==> src/rtl/gate_test_pkg.sv <==
// gate_test_pkg: gate opcodes, FSM state encoding and settle default for the gate tester
package gate_test_pkg;
  localparam logic [2:0] G_AND  = 3'd0;
  localparam logic [2:0] G_OR   = 3'd1;
  localparam logic [2:0] G_NAND = 3'd2;
  localparam logic [2:0] G_NOR  = 3'd3;
  localparam logic [2:0] G_XOR  = 3'd4;
  localparam logic [2:0] G_XNOR = 3'd5;
  localparam int SETTLE_CYC_DEF = 2;
  typedef enum logic [1:0] {IDLE, APPLY, SAMPLE, DONE} state_t;
endpackage

==> src/rtl/gate_ref_model.sv <==
// gate_ref_model: combinational golden output of the selected 3-input gate for a vector
module gate_ref_model
  import gate_test_pkg::*;
(
  input  logic [2:0] gate_sel,
  input  logic [2:0] idx,
  output logic       exp_out
);
  // illegal opcodes map to 0; the controller never samples them
  always_comb
    exp_out = gate_sel == G_AND  ?  (&idx) :
              gate_sel == G_OR   ?  (|idx) :
              gate_sel == G_NAND ? ~(&idx) :
              gate_sel == G_NOR  ? ~(|idx) :
              gate_sel == G_XOR  ?  (^idx) :
              gate_sel == G_XNOR ? ~(^idx) : 1'b0;
endmodule

==> src/rtl/gate_test_ctrl.sv <==
// gate_test_ctrl: exhaustive 8-vector tester for a 3-input gate; define GATE_TEST_STOP_ON_FAIL_EN to stop at the first mismatch
module gate_test_ctrl
  import gate_test_pkg::*;
#(
  parameter int SETTLE_CYC = SETTLE_CYC_DEF
) (
  input  logic       clk,
  input  logic       rst,
  input  logic       start,
  input  logic [2:0] gate_sel,
  input  logic       dut_out,
  output logic       in0,
  output logic       in1,
  output logic       in2,
  output logic       busy,
  output logic       done,
  output logic       pass,
  output logic [3:0] err_cnt,
  output logic [7:0] fail_mask
);
`ifdef GATE_TEST_STOP_ON_FAIL_EN
  localparam bit STOP = 1'b1;
`else
  localparam bit STOP = 1'b0;
`endif
  state_t     state;
  logic [2:0] sel, idx;
  logic [3:0] cnt;
  logic       ref_out, miss;
  gate_ref_model u_ref (.gate_sel(sel), .idx(idx), .exp_out(ref_out));
  assign miss = dut_out != ref_out;
  // test sequencer; done is a registered pulse one cycle after the DONE state
  always_ff @(posedge clk or posedge rst)
    if (rst) begin
      state           <= IDLE;
      sel             <= 3'd0;
      idx             <= 3'd0;
      cnt             <= 4'd0;
      {in2, in1, in0} <= 3'd0;
      busy            <= 1'b0;
      done            <= 1'b0;
      pass            <= 1'b0;
      err_cnt         <= 4'd0;
      fail_mask       <= 8'h00;
    end else begin
      done <= state == DONE;
      case (state)
        IDLE: if (start) begin
          sel             <= gate_sel;
          idx             <= 3'd0;
          cnt             <= 4'd0;
          {in2, in1, in0} <= 3'd0;
          busy            <= 1'b1;
          pass            <= 1'b0;
          err_cnt         <= 4'd0;
          fail_mask       <= gate_sel > G_XNOR ? 8'hFF : 8'h00;
          state           <= gate_sel > G_XNOR ? DONE : APPLY;
        end
        APPLY: begin
          cnt   <= cnt == 4'(SETTLE_CYC - 1) ? 4'd0 : cnt + 4'd1;
          state <= cnt == 4'(SETTLE_CYC - 1) ? SAMPLE : APPLY;
        end
        SAMPLE: begin
          if (miss) begin
            err_cnt        <= err_cnt + 4'd1;
            fail_mask[idx] <= 1'b1;
          end
          if (idx == 3'd7 || (STOP && miss)) begin
            {in2, in1, in0} <= 3'd0;
            state           <= DONE;
          end else begin
            idx             <= idx + 3'd1;
            {in2, in1, in0} <= idx + 3'd1;
            state           <= APPLY;
          end
        end
        DONE: begin
          pass  <= err_cnt == 4'd0 && fail_mask == 8'h00;
          busy  <= 1'b0;
          state <= IDLE;
        end
      endcase
    end
endmodule

==> config.mk <==
export PLATFORM = sky130hd
export DESIGN_NAME = gate_test_ctrl
export DESIGN_NICKNAME = d
export VERILOG_FILES = /design/src/rtl/gate_test_pkg.sv /design/src/rtl/gate_ref_model.sv /design/src/rtl/gate_test_ctrl.sv
export SDC_FILE = /design/constraint.sdc
export NUM_CORES = 1
export LEC_CHECK = 0
export BUFFER_PORTS_ARGS = -buffer_cell sky130_fd_sc_hd__buf_2
export CORE_MARGIN = 4
export CORE_UTILIZATION = 55
export CTS_CLUSTER_SIZE = 12
export DETAILED_ROUTE_END_ITERATION = 7
export PLACE_DENSITY_LB_ADDON = 0.3
export SYNTH_ARGS = -nofsm -noshare
export SYNTH_HDL_FRONTEND = slang
export SYNTH_SLANG_ARGS = --single-unit
==> constraint.sdc <==
create_clock -name clk -period 2.6 [get_ports clk]
set_clock_uncertainty 0.05 [all_clocks]
set_input_delay 0 -clock clk [delete_from_list [all_inputs] [get_ports clk]]
set_output_delay 0 -clock clk [all_outputs]
set_load 0.03 [all_outputs]
# [After elaboration in Yosys (flattened, before gate mapping)]
# Cells that the tools add are included.
[op_classes] addsub=3 magnitude_cmp=3 eq_ne=14 muxes=35 bitwise=4 n_reduce_logical=18
[ops] cell="$mux W8" n=3
[ops] cell="$pmux W4 S2" n=2
[ops] cell="$pmux W8 S2" n=1
[ops] cell="$mux W1" n=12
[ops] cell="$mux W4" n=3
[ops] cell="$pmux W1 S2" n=5
[ops] cell="$eq A3 B3 Y1 const B" n=3
[ops] cell="$reduce_and A3 Y1" n=3
[ops] cell="$add A4 B1 Y4 const B" n=2
[ops] cell="$logic_not A8 Y1" n=1
[ops] cell="$mux W2" n=4
[ops] cell="$or A8 B8 Y8" n=1
[ops] cell="$pmux W2 S4" n=1
[ops] cell="$reduce_and A2 Y1" n=4
[ops] cell="$eq A3 B2 Y1 const B" n=2
[ops] cell="$mux W3" n=2
[ops] cell="$ne A2 B2 Y1 const B" n=3
[ops] cell="$pmux W3 S2" n=1
[ops] cell="$reduce_bool A2 Y1" n=3
[ops] cell="$eq A2 B2 Y1 const B" n=2
[ops] cell="$eq A4 B1 Y1 const B" n=1
[ops] cell="$logic_not A4 Y1" n=1
[ops] cell="$lt A3 B4 Y1 const B" n=1
[ops] cell="$add A3 B1 Y3 const B" n=1
[ops] cell="other kinds (12)" n=15
[totals] reg_bits=30 output_inout_bits=18 wordCells=89

# [Longest topological paths before layout]
[logic_depth] depth_word=11 depth_mapped=8

# [Hierarchy]
# From an unflattened synthesis, not the netlist that was laid out.
[hier_totals] hier_cells=142 hier_area_um2=1547.7
[by_module_without_submodules] module="gate_test_ctrl" instances=1 cells_per_inst=131 area_each_um2=1450.1 seq_area_each_um2=750.7
[by_module_without_submodules] module="gate_ref_model" instances=1 cells_per_inst=11 area_each_um2=97.6 seq_area_each_um2=0.0

# [Worst setup path before layout]
# No wires, ideal clock.
[synth_path] kind="register to register" start="register idx[0]" end="register err_cnt[0]" setup_time_ns=0.125 t_arrival_ns=2.234 setup_slack_ns=0.191 path_stages_with_launch=9 synth_period_minus_slack_ns=2.409 cell_sequence="dfrtp_1 > clkbuf_1 > inv_1 > ha_1 > xnor3_1 > or4b_1 > nand4_2 > o21bai_4 > mux2_4"
[synth_between] elab_chain_cells=11 word_cells_on_any_way=15
[synth_rtl] element="from (decl)" line_no="gate_test_ctrl.sv:27" rtl="logic [2:0] sel, idx;"
[synth_rtl] element="from (signal assigned)" line_no="gate_test_ctrl.sv:72" rtl="idx <= idx + 3'd1;"
[synth_rtl] element="$reduce_xor A3 Y1" line_no="gate_ref_model.sv:15, gate_ref_model.sv:16"
[synth_rtl] element="$not A1 Y1" line_no="gate_ref_model.sv:16" rtl="gate_sel == G_XNOR ? ~(^idx) : 1'b0;"
[synth_rtl] element="$mux W1" line_no="gate_ref_model.sv:16"
[synth_rtl] element="$mux W1" line_no="gate_ref_model.sv:15" rtl="gate_sel == G_XOR ? (^idx) :"
[synth_rtl] element="$mux W1" line_no="gate_ref_model.sv:14" rtl="gate_sel == G_NOR ? ~(|idx) :"
[synth_rtl] element="$mux W1" line_no="gate_ref_model.sv:13" rtl="gate_sel == G_NAND ? ~(&idx) :"
[synth_rtl] element="$mux W1" line_no="gate_ref_model.sv:12" rtl="gate_sel == G_OR ? (|idx) :"
[synth_rtl] element="$mux W1 *" line_no="gate_ref_model.sv:11" rtl="exp_out = gate_sel == G_AND ? (&idx) :"
[synth_rtl] element="$ne A1 B1 Y1 *" line_no="gate_test_ctrl.sv:31" rtl="assign miss = dut_out != ref_out;"
[synth_rtl] element="$ne A2 B2 Y1 (no line) *"
[synth_rtl] element="$reduce_and A3 Y1 (no line) *"
[synth_rtl] element="to (signal assigned)" line_no="gate_test_ctrl.sv:65" rtl="err_cnt <= err_cnt + 4'd1;"
[synth_rtl] element="to (decl)" line_no="gate_test_ctrl.sv:18" rtl="output logic [3:0] err_cnt,"
# Mark *: on every way between the ends. The rest lies on a longest branch, timed or not.
# A chain may end at the register's enable or synchronous reset.

# [Worst setup path in the final report]
[layout_path] start="register idx[1]" end="register err_cnt[0]"
# Same word-level chain as after synthesis.

==> results.json <==
{
  "worstPathMaxFanout": 10,
  "path_delay_family": "simple AND/OR/NAND/NOR gates",
  "maxCapViolCount": 0,
  "cts_made_buffers": 5,
  "p_total_mw": 2.12,
  "max_freq_mhz": 412,
  "power.density_nw_per_um2": 1150,
  "worst_pin_slew_ns": 0.524,
  "totalWireLength_mm": 3.60,
  "rsz0062_at_grt": "no",
  "portBuffers": 24,
  "period_needed_ns": 2.43,
  "cts_root_buf": "clkbuf_4",
  "worst_ep_required_time_ns": 2.78,
  "die_area_um2": 3860,
  "route.antenna.remaining_nets": 0,
  "drt-initial-drc-count": 80,
  "dp_hpwl_mm": 2.55,
  "tritoncts": "done",
  "final_util_pct": 66.3,
  "syn_avg_cell_area_um2": 9.82,
  "layout-drive-gt1-share_pct": 20.4,
  "critical_path_arrival_ns": 2.61,
  "rows": 19,
  "cp_slowest_cell": "or4b_1",
  "core_region_area_um2": 2780,
  "vias_per_cell": 6.12,
  "cts_buffer_depth": 2,
  "period_share_pct": 93.4,
  "layout_commonest_cell": "dfrtp_1",
  "setup_tns_ns": 0,
  "antenna_cells": 0,
  "syn2layout_area_growth_pct": 14.5,
  "path_cells": "inv_1 > ha_1 > xnor3_1 > or4b_1 > nand4_2 > o21bai_4 > mux2_4",
  "syn_area_um2": 1610,
  "cts_max_level": 2,
  "drc": 0,
  "slew_headroom_pct": 65.0,
  "synth_warnings": 0,
  "grt_pass1_vias": 1334,
  "netlist-cell-type-count": 40,
  "vdd_drop_max_mv": 0.789,
  "gp_congestion": 0.895,
  "grt_usage_pct": 20.9,
  "slew_violations": 0,
  "leakagePower_nw": 0.904,
  "ys_seq_area_share_pct": 46.6,
  "vias": 1389,
  "setup_viol": 0,
  "ys.flop_type": "dfrtp_1",
  "hold_viol_final": 0,
  "cp-end-kind": "register",
  "crit_buf_inv": 1,
  "dr.pass1.iters": 4,
  "overflow": 0,
  "grt_pass1_wl_mm": 6.51,
  "die_h_um": 62.1,
  "cts.clk_slew.worst_paths_ns": 0.09,
  "io_pins": 25,
  "mappedNetlistNets": 178,
  "synthesis.instances": 164,
  "synth_edf_count": 0,
  "cp-start-kind": "register",
  "final_cell_mix": "dfrtp_1, nand2_1, buf_2",
  "initial_utilization_pct": 57.9,
  "clock_sinks": 30,
  "async_reset_ff_share_pct": 100,
  "holdWs_ns": 0.0128,
  "grt_max_degree": 31,
  "crit_type": "reg -> reg",
  "worst-r2r-setup-slack_ns": 0.17,
  "fin_nets": 210,
  "status": "completed",
  "ys_ff_latch": 30,
  "hold_class": "in -> reg",
  "cts_setup_buffers": 0,
  "die_x_um": 62.1,
  "wl_per_cell_um": 15.8,
  "critical-path-max-stage-delay_ns": 0.50,
  "grt_antenna_before_repair": 0,
  "insertion_delay_ns": 0.34
}
[path summary, 6_finish.rpt]
| kind | from | to | cells past startpoint |
|---|---|---|---|
| max | idx[1] | err_cnt[0] | 7 |
| min | start | state[0] | 3 |
| max reg2reg | idx[1] | err_cnt[0] | 7 |
| min reg2reg | in1 | in1 | 1 |
| max in group asynchronous | rst | idx[1] | 4 |
| min in group asynchronous | rst | sel[0] | 4 |
[Yosys cell counts, types with 3 or more instances]
library cell  count  area share [%]
a21oi_1           4             1.2
a22o_1            8             4.4
a31oi_1           4             1.6
a32o_1            3             1.9
clkbuf_1          3            0.70
dfrtp_1          30              47
ha_1              7             5.4
inv_1             9             2.1
nand2_1          28             6.5
nand2b_1          3             1.2
nand3_1           4             1.2
nor2_1           11             2.6
nor2b_1           3             1.2
nor3_1            4             1.2
o21ai_0           9             2.8
o31ai_1           5             2.3
[registers in the layout, indices dropped and copies added (netlist names)]
register,count
idx,3
sel,3
pass,1
done,1
in2,1
err_cnt,4
cnt,4
fail_mask,8
in0,1
busy,1
in1,1
state,2
[final cells by class]
cell class              count  area (µm²)
clock buffers               7        45.0
flip-flops and latches     30         752
multi-input cells         120         798
fillers                   234         938
well taps                  31        38.8
repair buffers             30         175
inverters                   9        33.8
[through the flow]
step                      worst slack, ns  cells  instance area (µm²)
after floorplan                     0.191    164                 1610
after global placement              0.262    216                 1760
after detailed placement            0.130    216                 1760
after CTS                           0.123    227                 1840
after global routing               0.0582    227                 1840
final                               0.171    227                 1840
[worst min-delay path: stages]
cell and delay (ns):
buf_2 0.11, o21bai_2 0.16, nand2_1 0.09
[metal layers]
metal  part of all wire, %  vias to the layer above  global-route usage [%]  wire length (µm)
met3                   9.5                        6                    8.65               342
met2                    45                       59                    29.8              1610
li1                      -                      656                       -                 -
met1                    45                      668                    28.9              1600
met5                     0                        -                       0                 0
met4                   1.1                        0                    6.50                40
[kinds of logic (layout without fill, tap and decap cells)]
logic type               count (synthesis)  count (layout)  share of synthesized area, %
adder cells (fa/ha/maj)                  7               7                          5.44
AO/OA/AOI/OAI                           44              44                          20.4
buffers and inverters                   14              46                          3.81
multiplexers                             4               4                          2.87
XOR/XNOR                                 1               1                          1.40
AND/OR/NAND/NOR                         64              64                          19.5
flip-flops                              30              30                          46.6
[report_power, final]
group          switching [mW]  total (mW)  leakage [nW]  internal (mW)
clock network           0.154       0.255        0.0254          0.102
registers               0.215       0.852         0.381          0.636
logic                   0.629        1.02         0.498          0.388
[repair_timing]
action | 4_1_cts | 5_1_grt
endpoints found under the hold margin | 34 | 0
hold buffers | 4 | 0
setup endpoints to repair | 0 | 1
gates resized for setup | 0 | 1
Note: power is estimated with default switching activity, not from simulation.
